--- src/rtl/bcd_pkg.sv ---
// Shared definitions for the digit-serial BCD adder/subtractor.
// Holds the controller state encoding and the BCD digit constants used by
// both the time-shared digit adder and the top-level sequencer.
package bcd_pkg;

    localparam int         DIGIT_W  = 4;
    localparam logic [3:0] BCD_MAX  = 4'd9;
    localparam logic [3:0] BCD_CORR = 4'd6;

    typedef enum logic [1:0] {
        IDLE = 2'd0,
        RUN  = 2'd1,
        DONE = 2'd2
    } state_t;

endpackage

--- src/rtl/bcd_digit_adder.sv ---
// Single-digit BCD adder, purely combinational.
// Ports:
//   a_d       in  4 : operand digit
//   bd        in  4 : second operand digit (already nine's-complemented in sub mode)
//   carry_in  in  1 : incoming decimal carry
//   digit     out 4 : corrected BCD sum digit
//   carry_out out 1 : decimal carry to the next digit
module bcd_digit_adder
    import bcd_pkg::*;
(
    input  logic [3:0] a_d,
    input  logic [3:0] bd,
    input  logic       carry_in,
    output logic [3:0] digit,
    output logic       carry_out
);

    logic [4:0] s;

    always_comb begin
        s = {1'b0, a_d} + {1'b0, bd} + {4'b0, carry_in};
        if (s > {1'b0, BCD_MAX}) begin
            // 4-bit wrap of s + 6 is exactly (s + 6)[3:0]
            digit     = s[3:0] + BCD_CORR;
            carry_out = 1'b1;
        end else begin
            digit     = s[3:0];
            carry_out = 1'b0;
        end
    end

endmodule

--- src/rtl/bcd_serial_adder.sv ---
// Digit-serial packed-BCD adder/subtractor, one digit per clock, LSD first.
// Ports:
//   clk      in  1          : clock, rising edge
//   rst      in  1          : synchronous active-high reset
//   start    in  1          : operation request, sampled only in IDLE
//   sub      in  1          : 0 = a + b + cin, 1 = a - b (ten's complement)
//   cin      in  1          : carry-in for add mode
//   a, b     in  4*DIGITS   : packed BCD operands, digit 0 in [3:0]
//   z        out 4*DIGITS   : registered packed BCD result
//   cout     out 1          : final carry (sub mode: 1 = no borrow)
//   busy     out 1          : digits are being processed
//   done     out 1          : one-cycle pulse, z/cout valid
//   invalid  out 1          : a latched digit was > 9, sticky until next start
//
// state | meaning
// IDLE  | waiting for start; operands latched on acceptance
// RUN   | one digit processed per cycle, idx counts 0 .. DIGITS-1
// DONE  | single-cycle done pulse, z/cout just written
module bcd_serial_adder
    import bcd_pkg::*;
#(
    parameter int DIGITS = 4
) (
    input  logic                    clk,
    input  logic                    rst,
    input  logic                    start,
    input  logic                    sub,
    input  logic                    cin,
    input  logic [4*DIGITS-1:0]     a,
    input  logic [4*DIGITS-1:0]     b,
    output logic [4*DIGITS-1:0]     z,
    output logic                    cout,
    output logic                    busy,
    output logic                    done,
    output logic                    invalid
);

    localparam int                W        = DIGIT_W * DIGITS;
    localparam int                IDX_W    = $clog2(DIGITS + 1);
    localparam logic [IDX_W-1:0]  IDX_LAST = IDX_W'(DIGITS - 1);

    state_t           state_q;
    state_t           state_d;
    logic [IDX_W-1:0] idx_q;
    logic [W-1:0]     a_sh;
    logic [W-1:0]     b_sh;
    logic [W-1:0]     res_sh;
    logic [W-1:0]     res_next;
    logic             sub_q;
    logic             carry_q;
    logic [3:0]       bd;
    logic [3:0]       digit;
    logic             carry_out;
    logic             last_digit;
    logic             any_bad;

    // Nine's complement of the subtrahend digit; with carry preset to 1 this
    // forms the ten's complement. Out-of-range digits wrap mod 16.
    assign bd         = sub_q ? (BCD_MAX - b_sh[3:0]) : b_sh[3:0];
    assign last_digit = (idx_q == IDX_LAST);

    // New digit enters at the top so digit 0 ends up in [3:0] after DIGITS shifts
    assign res_next = W'({digit, res_sh} >> DIGIT_W);

    bcd_digit_adder u_digit (
        .a_d       (a_sh[3:0]),
        .bd        (bd),
        .carry_in  (carry_q),
        .digit     (digit),
        .carry_out (carry_out)
    );

    always_comb begin
        any_bad = 1'b0;
        for (int i = 0; i < DIGITS; i++) begin
            if ((a[DIGIT_W*i +: DIGIT_W] > BCD_MAX) ||
                (b[DIGIT_W*i +: DIGIT_W] > BCD_MAX)) begin
                any_bad = 1'b1;
            end
        end
    end

    always_ff @(posedge clk) begin
        if (rst) begin
            state_q <= IDLE;
        end else begin
            state_q <= state_d;
        end
    end

    always_comb begin
        state_d = state_q;
        case (state_q)
            IDLE:    if (start) state_d = RUN;
            RUN:     if (last_digit) state_d = DONE;
            DONE:    state_d = IDLE;
            default: state_d = IDLE;
        endcase
    end

    always_comb begin
        busy = (state_q == RUN);
        done = (state_q == DONE);
    end

    always_ff @(posedge clk) begin
        if (rst) begin
            idx_q   <= '0;
            a_sh    <= '0;
            b_sh    <= '0;
            res_sh  <= '0;
            sub_q   <= 1'b0;
            carry_q <= 1'b0;
            z       <= '0;
            cout    <= 1'b0;
            invalid <= 1'b0;
        end else begin
            case (state_q)
                IDLE: begin
                    if (start) begin
                        a_sh    <= a;
                        b_sh    <= b;
                        sub_q   <= sub;
                        carry_q <= sub | cin;
                        idx_q   <= '0;
                        invalid <= any_bad;
                    end
                end
                RUN: begin
                    a_sh    <= a_sh >> DIGIT_W;
                    b_sh    <= b_sh >> DIGIT_W;
                    res_sh  <= res_next;
                    carry_q <= carry_out;
                    idx_q   <= idx_q + IDX_W'(1);
                    if (last_digit) begin
                        z    <= res_next;
                        cout <= carry_out;
                    end
                end
                default: begin
                end
            endcase
        end
    end

endmodule
--- config.mk ---
export PLATFORM = sky130hd
export DESIGN_NAME = bcd_serial_adder
export DESIGN_NICKNAME = d
export VERILOG_FILES = /design/src/rtl/bcd_pkg.sv /design/src/rtl/bcd_digit_adder.sv /design/src/rtl/bcd_serial_adder.sv
export SDC_FILE = /design/constraint.sdc
export NUM_CORES = 1
export LEC_CHECK = 0
export ABC_CLOCK_PERIOD_IN_PS = 6500
export BUFFER_PORTS_ARGS = -buffer_cell sky130_fd_sc_hd__buf_4
export CORE_MARGIN = 3
export CORE_UTILIZATION = 59
export DETAILED_ROUTE_END_ITERATION = 12
export PLACE_DENSITY = 0.8
export SYNTH_ARGS = -nofsm -noshare
export SYNTH_HDL_FRONTEND = slang
export SYNTH_HIERARCHICAL = 1
export SYNTH_SLANG_ARGS = --single-unit
export TNS_END_PERCENT = 30
--- constraint.sdc ---
create_clock -name clk -period 6.5 [get_ports clk]
set_clock_uncertainty 0.05 [all_clocks]
set_input_delay 0.975 -clock clk [delete_from_list [all_inputs] [get_ports clk]]
set_output_delay 0.975 -clock clk [all_outputs]
set_load 0.01 [all_outputs]
# Yosys cells after proc, flatten, opt, wreduce, memory -nomap -nowiden
# Index checks and enable logic that the tools add are counted.
[totals] inputBits=37 wordCells=58 out_inout_bits=20 reg_bits=73
[op_classes] bitwise=1 n_eq_ne=5 addsub=5 mux=18 reduce_logical=10 order_cmp=9
[op_table] op="one-hot mux 16 bit (2 select lines)" count=2
[op_table] op="> comparator 4 bit, second input constant" count=8
[op_table] op="two-way mux 16 bit" count=2
[op_table] op="two-way mux 4 bit" count=2
[op_table] op="AND reduction 2 bit" count=4
[op_table] op="two-way mux 1 bit" count=6
[op_table] op="one-hot mux 3 bit (2 select lines)" count=1
[op_table] op="adder 4 x 4 -> 5 bit" count=1
[op_table] op="adder 5 x 1 -> 5 bit" count=1
[op_table] op="> comparator 5 x 4 -> 1 bit, second input constant" count=1
[op_table] op="adder 4 x 3 -> 4 bit, second input constant" count=1
[op_table] op="logical OR 1 bit" count=4
[op_table] op="two-way mux 2 bit" count=2
[op_table] op="one-hot mux 2 bit (2 select lines)" count=1
[op_table] op="subtractor 4 bit, first input constant" count=1
[op_table] op="adder 3 x 1 -> 3 bit, second input constant" count=1
[op_table] op="equality test 3 x 2 -> 1 bit, second input constant" count=1
[op_table] op="two-way mux 3 bit" count=1
[op_table] op="equality test 2 x 1 -> 1 bit, second input constant" count=1
[op_table] op="equality test 2 bit, second input constant" count=1
[op_table] op="logical NOT 2 bit" count=1
[op_table] op="!= test 2 x 1 -> 1 bit, second input constant" count=1
[op_table] op="!= test 2 bit, second input constant" count=1
[op_table] op="one-hot mux 1 bit (2 select lines)" count=1
[op_table] op="2 further kinds" count=2

# Longest topological paths before layout
[logic_depth] word_depth=7 depth_mapped=12

# Modules after synthesis
# Netlist, hierarchy kept.
[modules_own_cells] mod="bcd_serial_adder" instances=1 cells_per_inst=344 seq_area_each_um2=1381.3 area_per_inst_um2=2777.7
[modules_own_cells] mod="bcd_digit_adder" instances=1 cells_per_inst=22 seq_area_each_um2=0.0 area_per_inst_um2=211.5

# Least setup slack after synthesis
# OpenSTA, ideal clock, no wires.
[synth_timing] path_type="flip-flop to flip-flop" startpoint="register sub_q" endpoint="register res_sh[14]" period_less_slack_ns=2.779 arrival_time_ns=2.659 setup_time_ns=0.070 path_stages_with_launch=11 path_slack_ns=3.721 path_cell_list="dfxtp_1 -> xor2_1 -> fa_1 -> fa_1 -> xnor2_1 -> ha_1 -> a31o_1 -> o31ai_4 -> mux2i_1 -> nand2_1 -> a21oi_1"
[synth_via] elab_chain_cells=5 word_cells_on_any_way=6 classes_between="add/sub (3); order compare (1); mux (2)"
[synth_rtl] item="start, declared" line="bcd_serial_adder.sv:49" rtl="logic sub_q;"
[synth_rtl] item="start signal, assigned" line="bcd_serial_adder.sv:123" rtl="sub_q <= sub;"
[synth_rtl] item="two-way mux 4 bit (*)" line="bcd_serial_adder.sv:59" rtl="assign bd = sub_q ? (BCD_MAX - b_sh[3:0]) : b_sh[3:0];"
[synth_rtl] item="net bd[0]" line="bcd_serial_adder.sv:51" rtl="logic [3:0] bd;"
[synth_rtl] item="adder 4 x 4 -> 5 bit (*)" line="bcd_digit_adder.sv:21" rtl="s = {1'b0, a_d} + {1'b0, bd} + {4'b0, carry_in};"
[synth_rtl] item="adder 5 x 1 -> 5 bit (*)" line="bcd_digit_adder.sv:21"
[synth_rtl] item="adder 4 x 3 -> 4 bit / > comparator 5 x 4 -> 1 bit (equally long branches)" line="bcd_digit_adder.sv:24, bcd_digit_adder.sv:22"
[synth_rtl] item="two-way mux 4 bit (*)" line="bcd_digit_adder.sv:22" rtl="if (s > {1'b0, BCD_MAX}) begin"
[synth_rtl] item="net digit[2]" line="bcd_serial_adder.sv:52" rtl="logic [3:0] digit;"
[synth_rtl] item="end signal, assigned" line="bcd_serial_adder.sv:132" rtl="res_sh <= res_next;"
[synth_rtl] item="end, declared" line="bcd_serial_adder.sv:47" rtl="logic [W-1:0] res_sh;"
# The timed path passes the listed nets; every way through them passes the cells marked *.
# A chain may end at the register's enable or synchronous reset.

# Final worst setup path
[layout_timing] startpoint="register sub_q" endpoint="register z[14]"
[layout_via] elab_chain_cells=5 word_cells_on_any_way=6 classes_between="add/sub (3); order compare (1); mux (2)"
[layout_rtl] item="two-way mux 4 bit (*)" line="bcd_serial_adder.sv:59"
[layout_rtl] item="net bd[0]" line="bcd_serial_adder.sv:51"
[layout_rtl] item="adder 4 x 4 -> 5 bit (*)" line="bcd_digit_adder.sv:21"
[layout_rtl] item="adder 5 x 1 -> 5 bit (*)" line="bcd_digit_adder.sv:21"
[layout_rtl] item="adder 4 x 3 -> 4 bit / > comparator 5 x 4 -> 1 bit (equally long branches)" line="bcd_digit_adder.sv:24, bcd_digit_adder.sv:22"
[layout_rtl] item="two-way mux 4 bit (*)" line="bcd_digit_adder.sv:22"
[layout_rtl] item="net digit[2]" line="bcd_serial_adder.sv:52"
[layout_rtl] item="end signal, assigned" line="bcd_serial_adder.sv:136" rtl="z <= res_next;"
[layout_rtl] item="end, declared" line="bcd_serial_adder.sv:31" rtl="output logic [4*DIGITS-1:0] z,"
# Marks and branches as above.

==> key figures <==
Outcome
  – Outcome: finished clean

Drt
  – Via Count: 2,667
  – Final WL: 6.79 mm
  – Routed wire length on met2: 3.32 mm
  – DR top layer: met4
  – Drt first pass iters: 4
  – Initial DRC count: 186
  – DRC: 0
  – WL met1: 3.03 mm
  – Routed wire per std cell: 14.1 um
  – Routed Antenna Nets: 0
  – Met3 WL: 358 um
  – Via density per instance: 5.56

Timing
  – Final worst path period need: 3.08 ns
  – Final Hold Fails: 0
  – Fmax: 325 MHz
  – Worst Max-Slew Pin Slew: 0.892 ns
  – Final setup violation count: 0
  – Final Hold Slack: 0.404 ns
  – Max-slew violations: 0
  – Final worst-path cycle share: 47.4%
  – Slew Limit Headroom: 40.3%
  – RSZ-0062 raised after global routing: false
  – Total Negative Setup Slacks: 0 ns

Cells and area
  – Layout Utilization: 73.6%
  – Fillers: 419
  – Nets: 455
  – Area Overhead vs Synth: 18.6%
  – Multi-input logic area: 0.00143 mm2
  – Ant diodes: 0
  – FF/Latch Area: 0.00138 mm2
  – Ratio of cells with drive above 1 in the final layout: 18.4%

Yosys
  – Sequential area share after synthesis: 46.2%
  – Post-synthesis cell type count: 40
  – Number of flops mapped to enable cells by yosys: 0
  – Synth top area share: 46.2%
  – Syn Std Cell Area: 0.00299 mm2
  – Ys async rst share: 0%
  – Synth Register Bits: 69
  – Yosys warning count: 6
  – Largest area contributor in the netlist: dfxtp_1
  – Post-Syn Area per Cell: 8.17 um2
  – Syn_nets: 412
  – Syn Inst Count: 366
  – Most used DFF post-synth: dfxtp_1
  – Synth area leaders: dfxtp_1 46%, nand2_1 14%, a311oi_1 7.0%, a21oi_1 5.7%, nor2_1 4.9%

Worst setup path
  – Reg2Reg Setup Slack: 3.42 ns
  – CP Capture Type: flip-flop
  – Worst R2R Start: sub_q$_SDFFE_PP0P_
  – Critical path fanouts, max: 5
  – Critical path class: reg -> reg
  – RR Endpoint: z[14]$_SDFFE_PP0P_
  – Startpoint types: flip-flop
  – Worst reg-to-reg path cell count: 10
  – Required @ worst endpoint: 6.71 ns
  – Crit path DAT: 3.29 ns

Floorplan
  – Core area: 0.00482 mm2
  – Chip Height: 77.2 um
  – Die width: 77.2 um
  – Io pins: 57
  – Initial core utilization: 62.1%
  – Std cell rows: 25
  – DIE AREA: 0.00596 mm2

Placement
  – Gp weighted congestion: 0.790
  – Buffers added on ports: 56
  – Detailed placement HPWL: 4.48 mm

Clock network
  – CTS tree: built
  – Post-cts resize count: 0
  – Sink Count: 69
  – CTS Hold Bufs: 0
  – Longest Clk Path Bufs: 2
  – Postcts setup bufs: 0
  – Clk Latency, worst-skew pair: 0.33 ns
  – Root Driver: clkbuf_8
  – Htree depth: 3
  – CTS Buf Count: 9
  – Clk pin slew, worst setup/hold paths: 0.07 ns

Min path
  – Hold path cells: 2
  – Hold path endpoint: z[7]$_SDFFE_PP0P_
  – Worst hold path type: reg -> reg
  – HP Start: z[7]$_SDFFE_PP0P_

Power and ir drop
  – Worst vdd ir: 0.000190 V
  – LEAKAGE: 1.45 nW
  – PD cells: 266 mW/mm2

Global route
  – Initial antenna violation count: 0
  – Grt total ovfl: 0
  – Largest net degree at the start of global routing: 70
  – GRT Total Usage: 23.9%
  – Via count of the first global-routing pass: 2,488
  – Global-route wire length before repair: 11.5 mm

Flow run
  – Max cap viols: 0
==> how the worst max path moves through the flow <==
stage / to / from / depth (start not counted)
3_3_place_gp: z[14]$_SDFFE_PP0P_ / sub_q$_SDFFE_PP0P_ / 10
6_report: z[14]$_SDFFE_PP0P_ / sub_q$_SDFFE_PP0P_ / 10
3_5_place_dp: res_sh[14]$_SDFFE_PP0P_ / sub_q$_SDFFE_PP0P_ / 10
2_1_floorplan: res_sh[14]$_SDFFE_PP0P_ / sub_q$_SDFFE_PP0P_ / 10
5_1_grt: z[15]$_SDFFE_PP0P_ / sub_q$_SDFFE_PP0P_ / 10
4_1_cts: z[14]$_SDFFE_PP0P_ / sub_q$_SDFFE_PP0P_ / 10
==> worst max-delay path, stage by stage, from the launching register on <==
cell     delay (ns)
dfxtp_1        0.35
xor2_1         0.19
fa_1           0.47
fa_1           0.42
xnor2_1        0.19
ha_1           0.25
a31o_1         0.24
o31ai_4        0.36
mux2i_1        0.28
nand2_1        0.07
a21oi_1        0.13
==> sequential cells by signal, summed over array words and instances (netlist names) <==
register and cells:
a_sh 16, b_sh 16, z 16, res_sh 12, idx_q 3, state_q 2
carry_q 1, cout 1, invalid 1, sub_q 1
==> cells by family (layout without fill, tap and decap cells) <==
logic type | after synthesis | in the layout | share of synthesized area, %
buf+inv | 34 | 81 | 5.82
compound gates | 87 | 87 | 20.0
xor+xnor | 4 | 4 | 1.17
mux | 2 | 2 | 0.670
flops | 69 | 69 | 46.2
simple gates | 161 | 161 | 21.8
fa+ha+maj | 9 | 9 | 4.27
==> routing by layer <==
metal	vias up	track usage, %
met2	67	37.8
li1	1331	-
met3	6	3.99
met5	-	0
met4	0	10.5
met1	1263	32.1
==> metrics by stage <==
stage,area (um2),total power (W),cells,worst slack [ns]
3_5_place_dp,3370,0.000637,465,3.46
5_1_grt,3550,0.000991,480,3.20
4_1_cts,3550,0.000947,480,3.43
6_report,3550,0.000942,480,3.42
2_1_floorplan,2990,0.000592,366,3.72
3_3_place_gp,3370,0.000630,465,3.59
==> layout make-up <==
class | count | area share (%)
Inverter | 7 | 0.741
Timing Repair Buffer | 59 | 12.5
Sequential cell | 69 | 39.0
Tap cell | 67 | 2.36
Multi-Input combinational cell | 263 | 40.4
Clock inverter | 1 | 0.141
Clock buffer | 14 | 4.87
==> power by group <==
part	leakage, nW	internal [W]	switching, W
combinational	0.794	0.0000707	0.0000941
sequential	0.565	0.000448	0.0000179
clock	0.0926	0.000168	0.000144
==> cell usage in the layout (no fill, tap or decap), types with 2 or more instances in the layout <==
cell type,instances
nand2b_1,2
a21oi_1,34
clkbuf_1,2
mux2i_1,2
a22oi_1,9
a311oi_1,24
inv_1,7
nand2_1,108
nor2_1,39
buf_4,59
dfxtp_1,69
fa_1,2
o21ai_0,9
nor2b_1,2
and3_1,2
clkbuf_8,12
ha_1,7
xnor2_1,3
==> cell usage after synthesis (all sizes together), types with 2 or more instances <==
cell type,number
a311oi,24
inv,7
o21bai,2
a22oi,9
o21ai,9
and3,2
buf,18
fa,2
ha,7
a21oi,34
nor2b,2
dfxtp,69
nand2,108
clkbuf,9
nor2,39
nand2b,2
xnor2,3
mux2i,2
No activity file was read; power rests on OpenSTA's default activity.
